`src/rtl/cmp_pkg.sv`:
```
// Shared types and constants for the CMP run controller/monitor.
package cmp_pkg;

  typedef enum logic [2:0] {
    ST_RUN   = 3'd0,
    ST_DRAIN = 3'd1,
    ST_DUMP  = 3'd2,
    ST_DONE  = 3'd3,
    ST_TOUT  = 3'd4
  } cmp_state_e;

  localparam logic [31:0] HALT_NOP      = 32'h0000_0000;
  localparam int unsigned CYCLE_TIMEOUT = 12500;

  // Bits needed to index n items; never less than 1.
  function automatic int unsigned cmp_clog2(input int unsigned n);
    int unsigned w;
    w = 0;
    for (int unsigned i = 0; i < 32; i++) begin
      if ((32'd1 << i) < n) w = i + 1;
    end
    return (w == 0) ? 1 : w;
  endfunction

endpackage

```
`src/rtl/cmp_halt_detect.sv`:
```
// Per-node halt compare, halt latch and halt-cycle capture.
module cmp_halt_detect
  import cmp_pkg::*;
#(
  parameter int unsigned       INST_W      = 32,
  parameter int unsigned       CNT_W       = 32,
  parameter logic [INST_W-1:0] HALT_WORD   = INST_W'(HALT_NOP),
  parameter bit                STICKY_HALT = 1'b1
) (
  input  logic              CLK,
  input  logic              RESET,
  input  logic              en,
  input  logic [INST_W-1:0] inst,
  input  logic [CNT_W-1:0]  cycle_count,
  output logic              halted,
  output logic [CNT_W-1:0]  halt_cycle,
  output logic              hit_c
);

  logic det_c;

  assign det_c = (inst == HALT_WORD);
  // Contribution to the all-halted condition for the current cycle.
  assign hit_c = STICKY_HALT ? (halted | det_c) : det_c;

  // Latch/mirror halt status and record the cycle of each rise.
  always_ff @(posedge CLK) begin
    if (RESET) begin
      halted     <= 1'b0;
      halt_cycle <= '0;
    end else if (en) begin
      if (det_c && !halted) halt_cycle <= cycle_count;
      if (STICKY_HALT) halted <= halted | det_c;
      else             halted <= det_c;
    end
  end

endmodule

```
`src/rtl/cmp_run_monitor.sv`:
```
// Run controller: halt monitoring, cycle counting, drain and dump sequencing.
module cmp_run_monitor
  import cmp_pkg::*;
#(
  parameter int unsigned       NODES          = 4,
  parameter int unsigned       INST_W         = 32,
  parameter int unsigned       CNT_W          = 32,
  parameter logic [INST_W-1:0] HALT_WORD      = INST_W'(HALT_NOP),
  parameter bit                STICKY_HALT    = 1'b1,
  parameter int unsigned       DRAIN_CYCLES   = 5,
  parameter int unsigned       DUMP_DEPTH     = 128,
  parameter int unsigned       ADDR_W         = 8,
  parameter int unsigned       TIMEOUT_CYCLES = CYCLE_TIMEOUT
) (
  input  logic                         CLK,
  input  logic                         RESET,
  input  logic [NODES*INST_W-1:0]      inst_in,
  output logic [NODES-1:0]             halted,
  output logic [CNT_W-1:0]             cycle_count,
  output logic                         running,
  output logic                         draining,
  output logic                         dump_valid,
  output logic [ADDR_W-1:0]            dump_addr,
  input  logic                         dump_ready,
  output logic                         done,
  output logic                         timeout,
  input  logic [cmp_clog2(NODES)-1:0]  node_sel,
  output logic [CNT_W-1:0]             node_halt_cycle
);

  localparam int unsigned SEL_W      = cmp_clog2(NODES);
  localparam int unsigned DRN_W      = cmp_clog2(DRAIN_CYCLES + 1);
  localparam int unsigned DRAIN_LAST = (DRAIN_CYCLES == 0) ? 0 : DRAIN_CYCLES - 1;
  localparam int unsigned TOUT_LAST  = (TIMEOUT_CYCLES == 0) ? 0 : TIMEOUT_CYCLES - 1;
  localparam int unsigned DUMP_LAST  = (DUMP_DEPTH == 0) ? 0 : DUMP_DEPTH - 1;

  cmp_state_e       state_q, state_d;
  logic [NODES-1:0] hit_c;
  logic [CNT_W-1:0] halt_cycle [NODES];
  logic [CNT_W-1:0] tout_cnt;
  logic [DRN_W-1:0] drain_cnt;
  logic [CNT_W-1:0] sel_cycle_c;
  logic             run_c, all_hit_c, tout_hit_c, drain_last_c, dump_fire_c, dump_last_c;

  assign run_c        = (state_q == ST_RUN);
  assign all_hit_c    = &hit_c;
  assign tout_hit_c   = (TIMEOUT_CYCLES != 0) && (tout_cnt == CNT_W'(TOUT_LAST));
  assign drain_last_c = (drain_cnt == DRN_W'(DRAIN_LAST));
  assign dump_fire_c  = dump_valid && dump_ready;
  assign dump_last_c  = (dump_addr == ADDR_W'(DUMP_LAST));

  // One halt detector per node.
  for (genvar i = 0; i < NODES; i++) begin : g_node
    cmp_halt_detect #(
      .INST_W      (INST_W),
      .CNT_W       (CNT_W),
      .HALT_WORD   (HALT_WORD),
      .STICKY_HALT (STICKY_HALT)
    ) u_det (
      .CLK         (CLK),
      .RESET       (RESET),
      .en          (run_c),
      .inst        (inst_in[i*INST_W +: INST_W]),
      .cycle_count (cycle_count),
      .halted      (halted[i]),
      .halt_cycle  (halt_cycle[i]),
      .hit_c       (hit_c[i])
    );
  end

  // Next-state logic; halt beats timeout in RUN, timeout aborts DRAIN.
  always_comb begin
    state_d = state_q;
    case (state_q)
      ST_RUN: begin
        if (all_hit_c)       state_d = (DRAIN_CYCLES == 0) ? ST_DUMP : ST_DRAIN;
        else if (tout_hit_c) state_d = ST_TOUT;
      end
      ST_DRAIN: begin
        if (tout_hit_c)        state_d = ST_TOUT;
        else if (drain_last_c) state_d = ST_DUMP;
      end
      ST_DUMP: begin
        if (dump_fire_c && dump_last_c) state_d = ST_DONE;
      end
      default: state_d = state_q;
    endcase
  end

  // State register and state-decoded status outputs.
  always_ff @(posedge CLK) begin
    if (RESET) begin
      state_q    <= ST_RUN;
      running    <= 1'b0;
      draining   <= 1'b0;
      dump_valid <= 1'b0;
      done       <= 1'b0;
      timeout    <= 1'b0;
    end else begin
      state_q    <= state_d;
      running    <= (state_d == ST_RUN);
      draining   <= (state_d == ST_DRAIN);
      dump_valid <= (state_d == ST_DUMP);
      done       <= done | (state_d == ST_DONE) | (state_d == ST_TOUT);
      timeout    <= timeout | (state_d == ST_TOUT);
    end
  end

  // Program cycle counter: saturating, frozen from the all-halted cycle on.
  always_ff @(posedge CLK) begin
    if (RESET) begin
      cycle_count <= '0;
    end else if (run_c && !all_hit_c && (cycle_count != '1)) begin
      cycle_count <= cycle_count + CNT_W'(1);
    end
  end

  // Timeout counter keeps running through DRAIN while cycle_count is frozen.
  always_ff @(posedge CLK) begin
    if (RESET) begin
      tout_cnt <= '0;
    end else if ((state_q == ST_RUN || state_q == ST_DRAIN) && (tout_cnt != '1)) begin
      tout_cnt <= tout_cnt + CNT_W'(1);
    end
  end

  // Drain cycle counter, cleared outside DRAIN.
  always_ff @(posedge CLK) begin
    if (RESET)                  drain_cnt <= '0;
    else if (state_q == ST_DRAIN) drain_cnt <= drain_cnt + DRN_W'(1);
    else                        drain_cnt <= '0;
  end

  // Dump address sequencer; holds on stall and after the final address.
  always_ff @(posedge CLK) begin
    if (RESET) begin
      dump_addr <= '0;
    end else if ((state_q == ST_DUMP) && dump_fire_c && !dump_last_c) begin
      dump_addr <= dump_addr + ADDR_W'(1);
    end
  end

  // Halt-cycle select mux; out-of-range selects read 0.
  always_comb begin
    sel_cycle_c = '0;
    for (int unsigned i = 0; i < NODES; i++) begin
      if (node_sel == SEL_W'(i)) sel_cycle_c = halt_cycle[i];
    end
  end

  // Registered halt-cycle readout.
  always_ff @(posedge CLK) begin
    if (RESET) node_halt_cycle <= '0;
    else       node_halt_cycle <= sel_cycle_c;
  end

endmodule

```
`config.mk`:
```
export PLATFORM = sky130hd
export DESIGN_NAME = cmp_run_monitor
export DESIGN_NICKNAME = d
export VERILOG_FILES = /design/src/rtl/cmp_pkg.sv /design/src/rtl/cmp_halt_detect.sv /design/src/rtl/cmp_run_monitor.sv
export SDC_FILE = /design/constraint.sdc
export NUM_CORES = 1
export LEC_CHECK = 0
export ABC_AREA = 1
export BUFFER_PORTS_ARGS = -buffer_cell sky130_fd_sc_hd__buf_2
export CORE_ASPECT_RATIO = 0.75
export CORE_MARGIN = 1.5
export CORE_UTILIZATION = 55
export DETAILED_ROUTE_END_ITERATION = 10
export PLACE_DENSITY = 0.78
export REMOVE_ABC_BUFFERS = 1
export SLEW_MARGIN = 20
export SYNTH_ARGS = -nofsm -noshare
export SYNTH_HDL_FRONTEND = slang
export SYNTH_HIERARCHICAL = 1
export SYNTH_SLANG_ARGS = --single-unit
```
`constraint.sdc`:
```
create_clock -name CLK -period 4.1 [get_ports CLK]
set_input_delay 0 -clock CLK [delete_from_list [all_inputs] [get_ports CLK]]
set_output_delay 0 -clock CLK [all_outputs]
set_load 0.02 [all_outputs]
```
==> results of run 1 <==
[cells in the mapped netlist, types with 3 or more instances]
library cell  count
a21oi_2           7
nand2_1         392
buf_4             9
nand4_1          20
nor2_4            5
buf_2             8
inv_1           249
nor2_2           10
nor2_1          323
xnor2_1           7
xor2_1           21
o21ai_0          62
o21ai_1           4
nor4_1            3
clkbuf_1         51
and3_1            3
nand3_1         195
nor3b_1           5
inv_2             8
nor3_1           48
buf_1            13
nand2_2          10
dfxtp_1         247
buf_6            19
o211ai_1         32
a21oi_1         165
ha_1              5
[worst max-delay path: cells and delay by family (launching register included)]
kind / cells / cell delay [ns]
buf+inv: 3 / 0.65
simple gates: 6 / 1.25
flops: 1 / 0.34
[area by class of cell]
class / count / area (um^2)
clock buffers: 32 / 692
clock inverters: 14 / 183
fillers: 2142 / 8230
inverters: 259 / 972
multi-input cells: 1337 / 6290
flip-flops and latches: 247 / 4940
well taps: 300 / 375
repair buffers: 230 / 1200
[path summary, 6_finish.rpt]
kind	depth (start not counted)	end	start
min	8	g_node[2].u_det/halted$_SDFFE_PP0P_	inst_in[70]
max reg2reg	9	g_node[0].u_det/halt_cycle[14]$_SDFFE_PP0P_	state_q[1]$_SDFF_PP0_
max	9	g_node[0].u_det/halt_cycle[14]$_SDFFE_PP0P_	state_q[1]$_SDFF_PP0_
min reg2reg	1	drain_cnt[0]$_SDFF_PP0_	drain_cnt[0]$_SDFF_PP0_
[layout by cell type (no fill, tap or decap), types with 10 or more instances in the layout]
cell / n
inv_2: 10
nand2_1: 392
nand2_2: 10
dfxtp_1: 247
buf_2: 213
nor2_1: 322
a21oi_1: 165
buf_4: 15
nand4_1: 20
nor3_1: 48
clkbuf_16: 25
o211ai_1: 32
o21ai_0: 62
xor2_1: 21
inv_1: 248
nor2_4: 14
nand3_1: 195
[layer usage]
metal  share of wire  up-vias  track usage
met4           0.019        0       0.0759
met5               0        -            0
met2            0.44      574        0.466
li1                -     6487            -
met3           0.094       51       0.0487
met1            0.45     5839        0.422
[logic make-up (layout without fill, tap and decap cells)]
group	count (synthesis)	count (layout)
AND/OR/NAND/NOR	1028	1028
buffers and inverters	361	535
AO/OA/AOI/OAI	276	276
flip-flops	247	247
XOR/XNOR	28	28
adder cells (fa/ha/maj)	5	5
[power by group]
part	switching, W	internal (W)	total [W]
logic	0.000187	0.000108	0.000295
registers	0.0000150	0.00242	0.00243
clock network	0.000990	0.00145	0.00244
[sequential cells by signal (all words and copies together) (netlist names)]
signal / count
cycle_count: 32
done: 1
drain_cnt: 3
draining: 1
dump_addr: 8
dump_valid: 1
g_node.u_det/halt_cycle: 128
g_node.u_det/halted: 4
node_halt_cycle: 32
running: 1
state_q: 3
timeout: 1
tout_cnt: 32
[repair_timing]
item,4_1_cts,5_1_grt
hold buffers,2,0
hold endpoints to repair,5,0
gates resized for setup,0,0
[stage by stage]
stage                     setup WS [ns]  area, um^2
after CTS                          1.74       14700
after global placement             1.80       13800
after global routing               1.44       14700
final                              1.73       14700
after detailed placement           1.76       13800
after floorplan                    1.49       12200
==> metrics, run 1 <==
Worst path most repeated cell=nor2_4; Pleak=6.18 nW; CP max stage delay=0.62 ns; num rows=48; maximum capacitance violations=0; Ys Warns=6; synthesized area=0.0128 mm^2; initial antenna violation count=0; Slew Viols, Final=0; Worst R2R Setup Slack=1.73 ns; Die H=135 um; final instance count without filler cells=2419; clk_skew=0.0197 ns; Synth Area in XOR/XNOR=0.0192; Detailed Place HPWL=24200 um; Clk Latency, worst-skew pair=0.53 ns; Placed Cells=between 2000 and 2500; Period minus WS final=~2.4 ns; setup TNS=0 ns; GRT Residual Overflow=0; post-layout power=0.00517 W; RSZ-0062 raised after global routing=no; drt pass-1 iters=6; simple-gate share of the synthesized area=0.347; CP required=4.52 ns; port bufs=213; Vias/cell=5.35; GRT Overall Usage=0.296; Yosys cell types=43; number of synthesized flops with an enable pin=0; f_max=0.421 GHz; Core Box Area=approximately 0.023 mm^2; Cells after Synth=1945; Synth async-reset ratio=0; Initial DRC Count=1182; CP Data Arrival Time=2.80 ns; Num Clock Sinks=247; pin count of the biggest net entering global routing=65; Most used DFF post-synth=dfxtp_1; Synth Area in Compound Gates=0.119; CTS Buffer Depth=3; Mapped Avg Cell Area=6.56 um^2; Slowest cell on crit path=nor2_4; routed via count=13000; share of the synthesized area in the top cell type=0.388; GP Congestion=0.928; crit path cell chain=nor2_4 -> inv_2 -> nor2_4 -> inv_1 -> nor2_4 -> buf_4 -> nand3_1 -> nand2_1 -> nor2_1; Tightest Pin Transition=1.01 ns; fin crit share=0.579; drt wl/cell=15.1 um; CTS root buf=clkbuf_16; n_diodes=0; main combinational cell family by area after synthesis=simple AND/OR/NAND/NOR gates; Critical Setup Path Class=reg2reg; global-route wire length before repair=slightly below 60000 um; WHS=0.0420 ns; Post-Route WL=around 36000 um; CP endpoint kind=flop; Die ar.=0.0241 mm^2; Seq/Total Area, Yosys=0.388; #FFs+latches synth=247; Peak VDD IR=271 uV; Routed Antenna Nets=0; crit-path max FO=35; Critical Path Start Type=flop; Num CTS Buffers=25; Final #Nets=2238; Adder-Cell Fraction of Synth Area=0.00491; post-synthesis mux area share=0; DIE WIDTH=179 um; ratio of cells with drive above 1 in the final layout=0.153; Clock transition at path regs=0.06 ns; Final Hold Viols=0; Cell Pwr Density=353 mW/mm^2; # H-tree levels=1; final core occ=0.640; worst hold path class=in2reg; drt drc=0; post-CTS setup buffer count=0; starting density of the core=0.557; Worst slew margin=0.329; Layout area overhead=14.9%; status=completed; CTS tree=yes; vias in the first global route=11500; I/O Pins=214; Area contributors post-synth=dfxtp_1 39%, nand2_1 12%, nor2_1 9.5%; cell taking the most area after synthesis=dfxtp_1; final setup fails=0
(Power assumes the default switching activity.)
==> run 2, diff against run 1 <==
==> constraint.sdc (replaced) <==
create_clock -name CLK -period 2.3 [get_ports CLK]
set_input_delay 0 -clock CLK [delete_from_list [all_inputs] [get_ports CLK]]
set_output_delay 0 -clock CLK [all_outputs]
set_load 0.02 [all_outputs]
==> metrics, run 2 (synthesized netlist as in run 1, its figures left out) <==
Core Box Area=0.0229 mm^2; port bufs=213; pin count of the biggest net entering global routing=71; Placed Cells=2422; Period minus WS final=2.09 ns; routed via count=13300; GRT Residual Overflow=0; initial antenna violation count=3; drt drc=0; clk_skew=0.00798 ns; maximum capacitance violations=0; Die ar.=0.0241 mm^2; Worst Setup EP=tout_cnt[7]$_SDFFE_PP0P_; Worst R2R Setup Slack=0.21 ns; Clk Latency, worst-skew pair=roughly 0.53 ns; vias in the first global route=11800; CP endpoint kind=flop; crit path launch=tout_cnt[0]$_SDFFE_PP0P_; CTS Buffer Depth=3; f_max=0.478 GHz; RSZ-0062 raised after global routing=no; Initial DRC Count=between 1000 and 1500; Peak VDD IR=536 uV; drt pass-1 iters=6; Worst slew margin=0.444; number of flip-flops under the largest register name=128; GP Congestion=0.993; CP Data Arrival Time=2.55 ns; Die H=135 um; Critical Setup Path Class=reg2reg; worst hold path class=in2reg; Clock transition at path regs=0.07 ns; drt wl/cell=15.1 um; Detailed Place HPWL=26100 um; setup TNS=0 ns; Routed Antenna Nets=0; num rows=48; design area=0.0152 mm^2; global-route wire length before repair=approximately 60000 um; Reg2Reg Depth=12; Largest Register=g_node.u_det/halt_cycle; Slew Viols, Final=0; CTS tree=yes; final instance count without filler cells=2480; Final Hold Viols=0; Pleak=6.52 nW; Layout area overhead=19.2%; Cell Pwr Density=632 mW/mm^2; CTS root buf=clkbuf_16; dpl cell area=0.0141 mm^2; ratio of cells with drive above 1 in the final layout=0.174; CP required=2.76 ns; # H-tree levels=1; Num Clock Sinks=247; GRT Overall Usage=0.311; I/O Pins=214; final setup fails=0; Post-Route WL=between 30000 and 40000 um; commonest non-fill, non-tap cell in the layout=nand2_1; Num CTS Buffers=26; fin crit share=0.909; crit-path max FO=21; Final #Nets=~2300; status=completed; most frequent cells in the layout=392 x nand2_1, 321 x nor2_1, 249 x inv_1, 247 x dfxtp_1, 213 x buf_2; end of the worst register-to-register path=tout_cnt[7]$_SDFFE_PP0P_; Tightest Pin Transition=0.833 ns; Critical Path Start Type=flop; starting density of the core=0.557; DIE WIDTH=179 um; post-layout power=between 0.009 and 0.01 W; Vias/cell=5.38; reg2reg start=tout_cnt[0]$_SDFFE_PP0P_
-- run 2: cell types whose count changed in the layout (fill, tap and decap cells not counted), moves of 2 or more --
cell,change
bufinv_16,+2
clkbuf_1,+3
diode_2,+3
nor2_2,+2
clkinv_2,-2
buf_12,+2
clkinvlp_4,-2
dlygate4sd3_1,+2
clkbuf_16,+2
buf_4,+52
-- run 2: how the worst min path moves through the flow --
stage,startpoint,endpoint,cells after the start
3_5_place_dp,node_halt_cycle[9]$_SDFF_PP0_,node_halt_cycle[9],1
5_1_grt,node_sel[1],node_halt_cycle[0]$_SDFF_PP0_,5
3_3_place_gp,node_halt_cycle[9]$_SDFF_PP0_,node_halt_cycle[9],1
4_1_cts,inst_in[61],g_node[1].u_det/halted$_SDFFE_PP0P_,8
6_report,inst_in[58],g_node[1].u_det/halted$_SDFFE_PP0P_,8
2_1_floorplan,RESET,tout_cnt[11]$_SDFFE_PP0P_,1
-- run 2: through the flow --
step | utilization | setup WS [ns] | hold slack [ns]
finish | 0.665 | 0.209 | 0.0109
global route | 0.665 | 0.0293 | 0.0351
CTS | 0.662 | 0.163 | 0.00425
detailed placement | 0.618 | 0.152 | 0.414
global placement | 0.618 | 0.168 | 0.415
floorplan | - | -0.312 | 0.0624
-- run 2: area by class of cell --
type / count / area (um^2)
timing repair buffer: 286 / 1650
tap: 300 / 375
sequential: 247 / 4940
fill: 2029 / 7680
multi-input combinational: 1337 / 6290
inverter: 259 / 972
clock inverter: 10 / 200
antenna: 3 / 7.51
clock buffer: 38 / 767
-- run 2: what timing repair did --
action,CTS,global route
resized for setup,0,2
hold endpoints to repair,19,0
buffers inserted,0,3
endpoints found under the setup margin,0,3
hold buffers,4,0
-- run 2: critical path, stage by stage, from the launching register on --
cell and delay, ns:
dfxtp_1 0.40, ha_1 0.20, inv_1 0.13, nor3_4 0.18
nand2_2 0.15, nor2_4 0.15, nand3_2 0.10, nand2_4 0.08
buf_4 0.26, nor2_1 0.09, nand2_1 0.08, o21ai_0 0.07
nor2_1 0.12
-- run 2: power breakdown --
group / total, W / switching [W] / internal (W)
registers: 0.00432 / 0.0000136 / 0.00431
clock network: 0.00472 / 0.00174 / 0.00298
logic: 0.000566 / 0.000354 / 0.000213
-- run 2: metal layers --
metal  vias up  wire length, um  share of wire  track usage
met3        56             3810           0.10       0.0670
met5         -                0              0            0
met2       660            16600           0.44        0.489
met1      6042            16300           0.44        0.428
li1       6585                -              -            -
met4         0              740          0.020       0.0880
